==> src/rtl/if_fetch_if.sv <==
`default_nettype none
// ============================================================================
// Module   : if_fetch_if
// Purpose  : Instruction-memory request/response bus between the fetch
//            stage (master) and the instruction memory (slave).
// Signals  : ireq_valid  - request valid (master -> slave)
//            ireq_addr   - 64-bit request address (master -> slave)
//            ireq_ready  - request accepted when valid && ready (slave -> master)
//            iresp_valid - one-cycle response pulse (slave -> master)
//            iresp_data  - 32-bit instruction word (slave -> master)
// Revision : 1.0 - initial release
// ============================================================================
interface if_fetch_if;
  logic        ireq_valid;
  logic [63:0] ireq_addr;
  logic        ireq_ready;
  logic        iresp_valid;
  logic [31:0] iresp_data;

  modport master (
    output ireq_valid,
    output ireq_addr,
    input  ireq_ready,
    input  iresp_valid,
    input  iresp_data
  );

  modport slave (
    input  ireq_valid,
    input  ireq_addr,
    output ireq_ready,
    output iresp_valid,
    output iresp_data
  );
endinterface
`default_nettype wire

==> src/rtl/if_fetch.sv <==
`default_nettype none
// ============================================================================
// Module   : if_fetch
// Purpose  : Single-outstanding-request instruction fetch stage. Issues a
//            request at the current fetch PC, waits for the response, holds
//            the instruction until decode accepts it, then advances PC by 4.
//            A pipeline flush redirects the fetch PC and drains any response
//            still in flight.
// Ports    : clk            - clock, rising edge
//            reset          - synchronous active-high reset (overrides all)
//            block          - decode stall while an instruction is held
//            pipeline_flush - discard in-flight/held fetch, restart at redirect
//            redirect_pc    - restart address (low two bits forced to zero)
//            mem            - instruction memory bus (master side)
//            pc_out         - PC of the held instruction
//            instr_out      - held instruction word
//            if_finish      - pc_out/instr_out valid; transfer when !block
// Params   : RESET_PC       - first fetch address after reset, word aligned
// Revision : 1.0 - initial release
// ============================================================================
module if_fetch #(
  parameter logic [63:0] RESET_PC = 64'h0000_0000_8000_0000
) (
  input  logic              clk,
  input  logic              reset,
  input  logic              block,
  input  logic              pipeline_flush,
  input  logic [63:0]       redirect_pc,
  if_fetch_if.master        mem,
  output logic [63:0]       pc_out,
  output logic [31:0]       instr_out,
  output logic              if_finish
);

  typedef enum logic [1:0] {
    REQ   = 2'd0,
    WAIT  = 2'd1,
    HOLD  = 2'd2,
    DRAIN = 2'd3
  } state_t;

  state_t      r_state;
  state_t      w_state_next;
  logic [63:0] r_fetch_pc;
  logic [63:0] w_fetch_pc_next;
  logic [63:0] r_pc_out;
  logic [31:0] r_instr_out;
  logic        w_capture;
  logic [63:0] w_redirect_aligned;

  assign w_redirect_aligned = redirect_pc & ~64'h3;

  always_ff @(posedge clk) begin
    if (reset) begin
      r_state     <= REQ;
      r_fetch_pc  <= RESET_PC;
      r_pc_out    <= 64'd0;
      r_instr_out <= 32'd0;
    end else begin
      r_state    <= w_state_next;
      r_fetch_pc <= w_fetch_pc_next;
      if (w_capture) begin
        r_pc_out    <= r_fetch_pc;
        r_instr_out <= mem.iresp_data;
      end
    end
  end

  always_comb begin
    w_state_next    = r_state;
    w_fetch_pc_next = r_fetch_pc;
    w_capture       = 1'b0;

    case (r_state)
      REQ: begin
        // An accepted request under flush still has a response coming back,
        // so it must be drained before a new request may go out.
        if (mem.ireq_ready) begin
          w_state_next = pipeline_flush ? DRAIN : WAIT;
        end
      end
      WAIT: begin
        if (mem.iresp_valid) begin
          if (pipeline_flush) begin
            w_state_next = REQ;
          end else begin
            w_state_next = HOLD;
            w_capture    = 1'b1;
          end
        end else if (pipeline_flush) begin
          w_state_next = DRAIN;
        end
      end
      HOLD: begin
        if (pipeline_flush) begin
          w_state_next = REQ;
        end else if (!block) begin
          w_state_next    = REQ;
          w_fetch_pc_next = r_fetch_pc + 64'd4;
        end
      end
      DRAIN: begin
        if (mem.iresp_valid) begin
          w_state_next = REQ;
        end
      end
      default: begin
        w_state_next = REQ;
      end
    endcase

    // Flush takes priority over the +4 advance of a same-cycle transfer.
    if (pipeline_flush) begin
      w_fetch_pc_next = w_redirect_aligned;
    end
  end

  // Request valid is gated by reset so nothing is issued during the reset cycle.
  assign mem.ireq_valid = (r_state == REQ) && !reset;
  assign mem.ireq_addr  = r_fetch_pc;
  assign if_finish      = (r_state == HOLD);
  assign pc_out         = r_pc_out;
  assign instr_out      = r_instr_out;

endmodule
`default_nettype wire
==> src/flat_wrapper.sv <==
// flat-port wrapper written by rule: the top's interface ports become plain ports
module if_fetch_flat 
#(
  parameter logic [63:0] RESET_PC = 64'h0000_0000_8000_0000
)
  (clk, reset, block, pipeline_flush, redirect_pc, pc_out, instr_out, if_finish, mem_ireq_valid, mem_ireq_addr, mem_ireq_ready, mem_iresp_valid, mem_iresp_data);
  if_fetch_if mem_i ();
  input  logic clk;
  input  logic reset;
  input  logic block;
  input  logic pipeline_flush;
  input  logic [63:0] redirect_pc;
  output logic [63:0] pc_out;
  output logic [31:0] instr_out;
  output logic if_finish;
  output wire logic [$bits(mem_i.ireq_valid)-1:0] mem_ireq_valid;
  output wire logic [$bits(mem_i.ireq_addr)-1:0] mem_ireq_addr;
  input wire logic [$bits(mem_i.ireq_ready)-1:0] mem_ireq_ready;
  input wire logic [$bits(mem_i.iresp_valid)-1:0] mem_iresp_valid;
  input wire logic [$bits(mem_i.iresp_data)-1:0] mem_iresp_data;
  assign mem_ireq_valid = mem_i.ireq_valid;
  assign mem_ireq_addr = mem_i.ireq_addr;
  assign mem_i.ireq_ready = mem_ireq_ready;
  assign mem_i.iresp_valid = mem_iresp_valid;
  assign mem_i.iresp_data = mem_iresp_data;
  if_fetch #(.RESET_PC(RESET_PC)) u_core (.clk(clk), .reset(reset), .block(block), .pipeline_flush(pipeline_flush), .redirect_pc(redirect_pc), .mem(mem_i), .pc_out(pc_out), .instr_out(instr_out), .if_finish(if_finish));
endmodule
==> config.mk <==
export PLATFORM = sky130hd
export DESIGN_NAME = if_fetch_flat
export DESIGN_NICKNAME = d
export VERILOG_FILES = /design/src/rtl/if_fetch_if.sv /design/src/rtl/if_fetch.sv /design/src/flat_wrapper.sv
export SDC_FILE = /design/constraint.sdc
export NUM_CORES = 1
export LEC_CHECK = 0
export ABC_AREA = 1
export CORE_ASPECT_RATIO = 1.2
export CORE_MARGIN = 2
export CORE_UTILIZATION = 30
export CTS_CLUSTER_SIZE = 28
export DETAILED_ROUTE_END_ITERATION = 16
export HOLD_SLACK_MARGIN = 0.02
export SYNTH_ARGS = -nofsm -noshare
export SYNTH_HDL_FRONTEND = slang
export SYNTH_SLANG_ARGS = --single-unit
==> constraint.sdc <==
create_clock -name clk -period 2 [get_ports clk]
set_clock_uncertainty 0.15 [all_clocks]
set_input_delay 0.4 -clock clk [delete_from_list [all_inputs] [get_ports clk]]
set_output_delay 0.4 -clock clk [all_outputs]
set_load 0.03 [all_outputs]
; ---- Word-level counts from Yosys, hierarchy flattened
; Cells that the tools add are included.
[classes]
addsub = 1
n_mul = 0
n_div = 0
n_lt_le_gt_ge = 0
n_eq_ne = 8
shifts = 0
n_mux = 15
n_bitwise = 1
n_reduce_logical = 8
[ops]
columns = cell, count
row1 = $mux 64, 3
row2 = $add 64x3->64 const B, 1
row3 = $mux 2, 8
row4 = $pmux 2 s4, 1
row5 = $ne 3x3->1 const B, 2
row6 = $eq 2x2->1 const B, 2
row7 = $ne 2x2->1 const B, 2
row8 = $reduce_and 2->1, 2
row9 = $reduce_and 4->1, 1
row10 = $mux 1, 3
row11 = $eq 2x1->1 const B, 1
row12 = $logic_not 2->1, 1
row13 = $ne 2x1->1 const B, 1
row14 = $reduce_bool 2->1, 1
row15 = $reduce_or 2->1, 1
row16 = $logic_and 1x1->1, 1
row17 = $logic_not 1->1, 1
row18 = $not 1->1, 1
[totals]
regBits = 162
latch_bits = 0
ramBits = 0
romBits = 0
in_bits = 102
out_inout_bits = 162
elab_cells = 38
memories = 0

; ---- Logic depth before layout (Yosys ltp)
[logic_depth]
ltp_word = 4
depth_mapped = 12
mapped_depth_nobuf = 12

; ---- Worst setup path before layout
; Ideal clock, no wire load.
[synth_timing]
path_kind = register to register
from = register u_core.r_fetch_pc[3] (netlist: u_core.mem.ireq_addr[3])
to = register u_core.r_fetch_pc[42] (netlist: u_core.mem.ireq_addr[42])
setup_time_ns = 0.131
arrival_ns = 1.711
setup_slack_ns = 0.008
path_stages_with_launch = 11
path_buffers = 0
path_cell_list = dfxtp_1 ha_1 inv_1 nor2_8 nand2_4 nor2_8 nand2_2 o21ai_1 nand3_1 nand2_1 a21oi_2
[synth_between]
elab_chain_len = 4
[synth_lines]
columns = element, line_no
row1 = from (decl), if_fetch.sv:44  ; logic [63:0] r_fetch_pc;
row2 = from (signal assigned), if_fetch.sv:61  ; r_fetch_pc <= w_fetch_pc_next;
row3 = $add 64x3->64, if_fetch.sv:99  ; w_fetch_pc_next = r_fetch_pc + 64'd4;
row4 = $mux 64, if_fetch.sv:97  ; end else if (!block) begin
row5 = $mux 64, if_fetch.sv:74  ; case (r_state)
row6 = $mux 64, if_fetch.sv:113  ; if (pipeline_flush) begin
; No other way between the ends. The select of a mux whose other input is x is not followed.
; A chain may end at the register's enable or synchronous reset.

; ---- Final worst setup path
[layout_timing]
from = register u_core.r_fetch_pc[25] (netlist: u_core.mem.ireq_addr[25])
to = register u_core.r_fetch_pc[35] (netlist: u_core.mem.ireq_addr[35])
; The elaborated chain is that of the path after synthesis.

==> qor.yml <==
clock_network:
  clkTransAtPathRegs_ns: 0.07
  hold_buffers: 0
  clk_latency_ns: 0.44
  clockRootBuffer: "clkbuf_16"
  cts_buffer_depth: 2
  cts_buffers: 17
  htree_levels: 4
  cts.sinks: 158
  cts_tree: "done"
synth:
  muxShareOfSynthArea: 0
  yosys.area_share.simple: 0.375
  synth_async_sr_flop_share: 0
  netlist_area_mm2: 0.00812
  synth_top_family_by_area: "simple AND/OR/NAND/NOR gates"
  synth_fa_ha_area_frac: 0.00154
  ys_ff_latch: 158
  postSynthAreaPerCell_um2: 6.44
  synth_flop_cell: "dfxtp_1"
  synth_compound_area_frac: 0.160
  ys_types: 36
  synthCells: 1261
  yosysMostFrequentCell: "nor2_1"
  synthXorXnorAreaFrac: 0.00324
  ys_top_cells_by_area: "dfxtp_1 39%, nor2_1 14%, nand2_1 13%"
  synth_top_area_frac: 0.390
  yosysWarningCount: 0
  netlist_top_cells_count: "305 x nor2_1, 271 x nand2_1, 158 x dfxtp_1, 114 x o21ai_0, 73 x a21oi_1"
  yosysSeqAreaShare: 0.390
  synth_top_area_cell: "dfxtp_1"
  synth_edf_count: 0
floorplan:
  std_cell_rows: 65
  core_mm2: 0.0264
  die_w_um: 154
  dieHeight_um: 184
  ios: 264
  die_area_mm2: 0.0284
  start_util: 0.307
layout:
  syn_to_final_growth_pct: 58.8
  postLayoutCoreUtil: 0.488
  fill_cells: 2723
  drive_above_1_share: 0.185
  nNetsFinal: 1753
  finalInstanceArea_mm2: 0.0129
power:
  irDropWorstVdd_v: 0.000551
  power_leakage_nw: 6.19
  powerDensity_mw_per_mm2: 705
grt:
  grt_overflow: 0
  grt_first_pass_wirelength_mm: 52.9
  grt_max_degree: 74
  grt_pass1_vias: 9445
  grtUsageTotal: 0.240
  antenna_found_initial: 1
timing:
  finalSetupViolCount: 0
  holdWs_ns: 0.0808
  fin_setup_tns_ns: 0
  rsz0062_at_grt: "true"
  slew_violations: 0
  finalCriticalPeriod_ns: 1.98
  hold_violations: 0
  max_freq_mhz: 505
  slew_headroom: 0.576
  period_share: 0.991
  worst_pin_slew_ns: 0.637
routing:
  drt-pass1-iter-count: 6
  num_vias: 9724
  wl_per_cell_um: 17.2
  drc: 0
  routed_via_density: 4.86
  final_antenna_net_count: 0
  drt-initial-drc-count: 624
  routed_wirelength_mm: 34.3
placed_design:
  io_buffers: 257
  place_area_mm2: 0.0123
  dpl.hpwl_mm: 26.5
  gp_congestion: 0.929
setup_path:
  required_ns: 2.14
  crit_arrival_ns: 2.12
  crit_path_end_kind: "register"
  critPathKind: "reg -> reg"
  start_kind: "register"
  r2r_cells: 10
  crit_path_max_fanout: 4
min_path:
  hp-class: "in -> reg"
  worstHoldPathCells: 2
job:
  drv_cap: 0
status:
  outcome: "complete, no violations"
==> final cells by class <==
cell class                 instances  area (um^2)  area share
tap                              335          419      0.0325
inverter                          78          293      0.0227
timing repair buffer             433         3890       0.302
clock inverter                    14          148      0.0115
multi-input combinational        962         4510       0.350
sequential                       158         3180       0.247
clock buffer                      18          439      0.0341
antenna                            1         2.50    0.000194
==> registers in the layout, indices dropped and copies added, names as in the netlist <==
register,cells
u_core.mem.ireq_addr,62
u_core.pc_out,62
u_core.instr_out,32
u_core.r_state,2
==> worst max-delay path: stages, from the launching register on <==
cell and delay, ns:
dfxtp_2 0.40, nand2_1 0.13, nor2_2 0.13, nand2_1 0.12, nor2_2 0.19, nand2_1 0.14, buf_4 0.21, o21ai_0 0.14
nand3_1 0.09, nand2_1 0.07, a21oi_1 0.06
==> where the power goes <==
| group | leakage, nW | switching (W) | internal (W) | total [W] |
|---|---|---|---|---|
| clock network | 0.292 | 0.00156 | 0.00180 | 0.00336 |
| logic | 4.60 | 0.00132 | 0.000841 | 0.00216 |
| registers | 1.30 | 0.000179 | 0.00339 | 0.00357 |
==> worst paths after layout <==
path                             from                       end  slack, ns
max          u_core.mem.ireq_addr[25]  u_core.mem.ireq_addr[35]       0.02
max reg2reg  u_core.mem.ireq_addr[25]  u_core.mem.ireq_addr[35]       0.02
min reg2reg         u_core.pc_out[10]         u_core.pc_out[10]       0.36
min                             reset         u_core.r_state[0]       0.08
==> cells in the final DEF (no fill, tap or decap), types with 4 or more instances in the layout <==
cell             count
o211ai_1            18
dfxtp_2             16
buf_4              166
nand4_1             16
a31oi_1             10
o21ai_0            111
nor2_2              24
inv_6                6
dlymetal6s2s_1      17
o21ai_1              9
inv_2                8
a21oi_1             73
clkbuf_16           17
nor3_1              10
dfxtp_1            142
nand2_2             16
a211oi_1             4
dlygate4sd2_1      129
nor2_1             287
a21oi_2              5
clkdlybuf4s15_1      8
conb_1               4
nor2_4              14
clkdlybuf4s50_1     99
nand2_4              6
buf_12              11
nand3_1             65
inv_1               67
nor4_1               4
nand2_1            267
==> cell families (layout without fill, tap and decap cells) <==
family          Yosys count  after routing
simple gates            717            717
compound gates          237            237
buf+inv                 144            543
flops                   158            158
fa+ha+maj                 1              1
xor+xnor                  3              3
other cells               1              5
==> repair_timing <==
item / CTS / global route
setup buffers: 0 / 3
setup endpoints to repair: 147 / 63
resized for setup: 155 / 65
pin swaps: 0 / 5
==> layer usage <==
metal | track usage | vias up | share of wire
li1 | - | 4879 | -
met1 | 0.291 | 4454 | 0.42
met2 | 0.427 | 354 | 0.49
met3 | 0.0536 | 37 | 0.069
met4 | 0.0699 | 0 | 0.020
met5 | 0 | - | 0
==> metrics by stage <==
step / setup slack (ns) / instances / power (W)
detailed placement: -0.296 / 1963 / 0.00594
global route: -0.0637 / 1999 / 0.00948
floorplan: 0.00831 / 1264 / 0.00478
global placement: -0.281 / 1963 / 0.00592
CTS: 0.000174 / 1995 / 0.00916
finish: 0.0185 / 1999 / 0.00909
No activity file was read; power rests on OpenSTA's default activity.
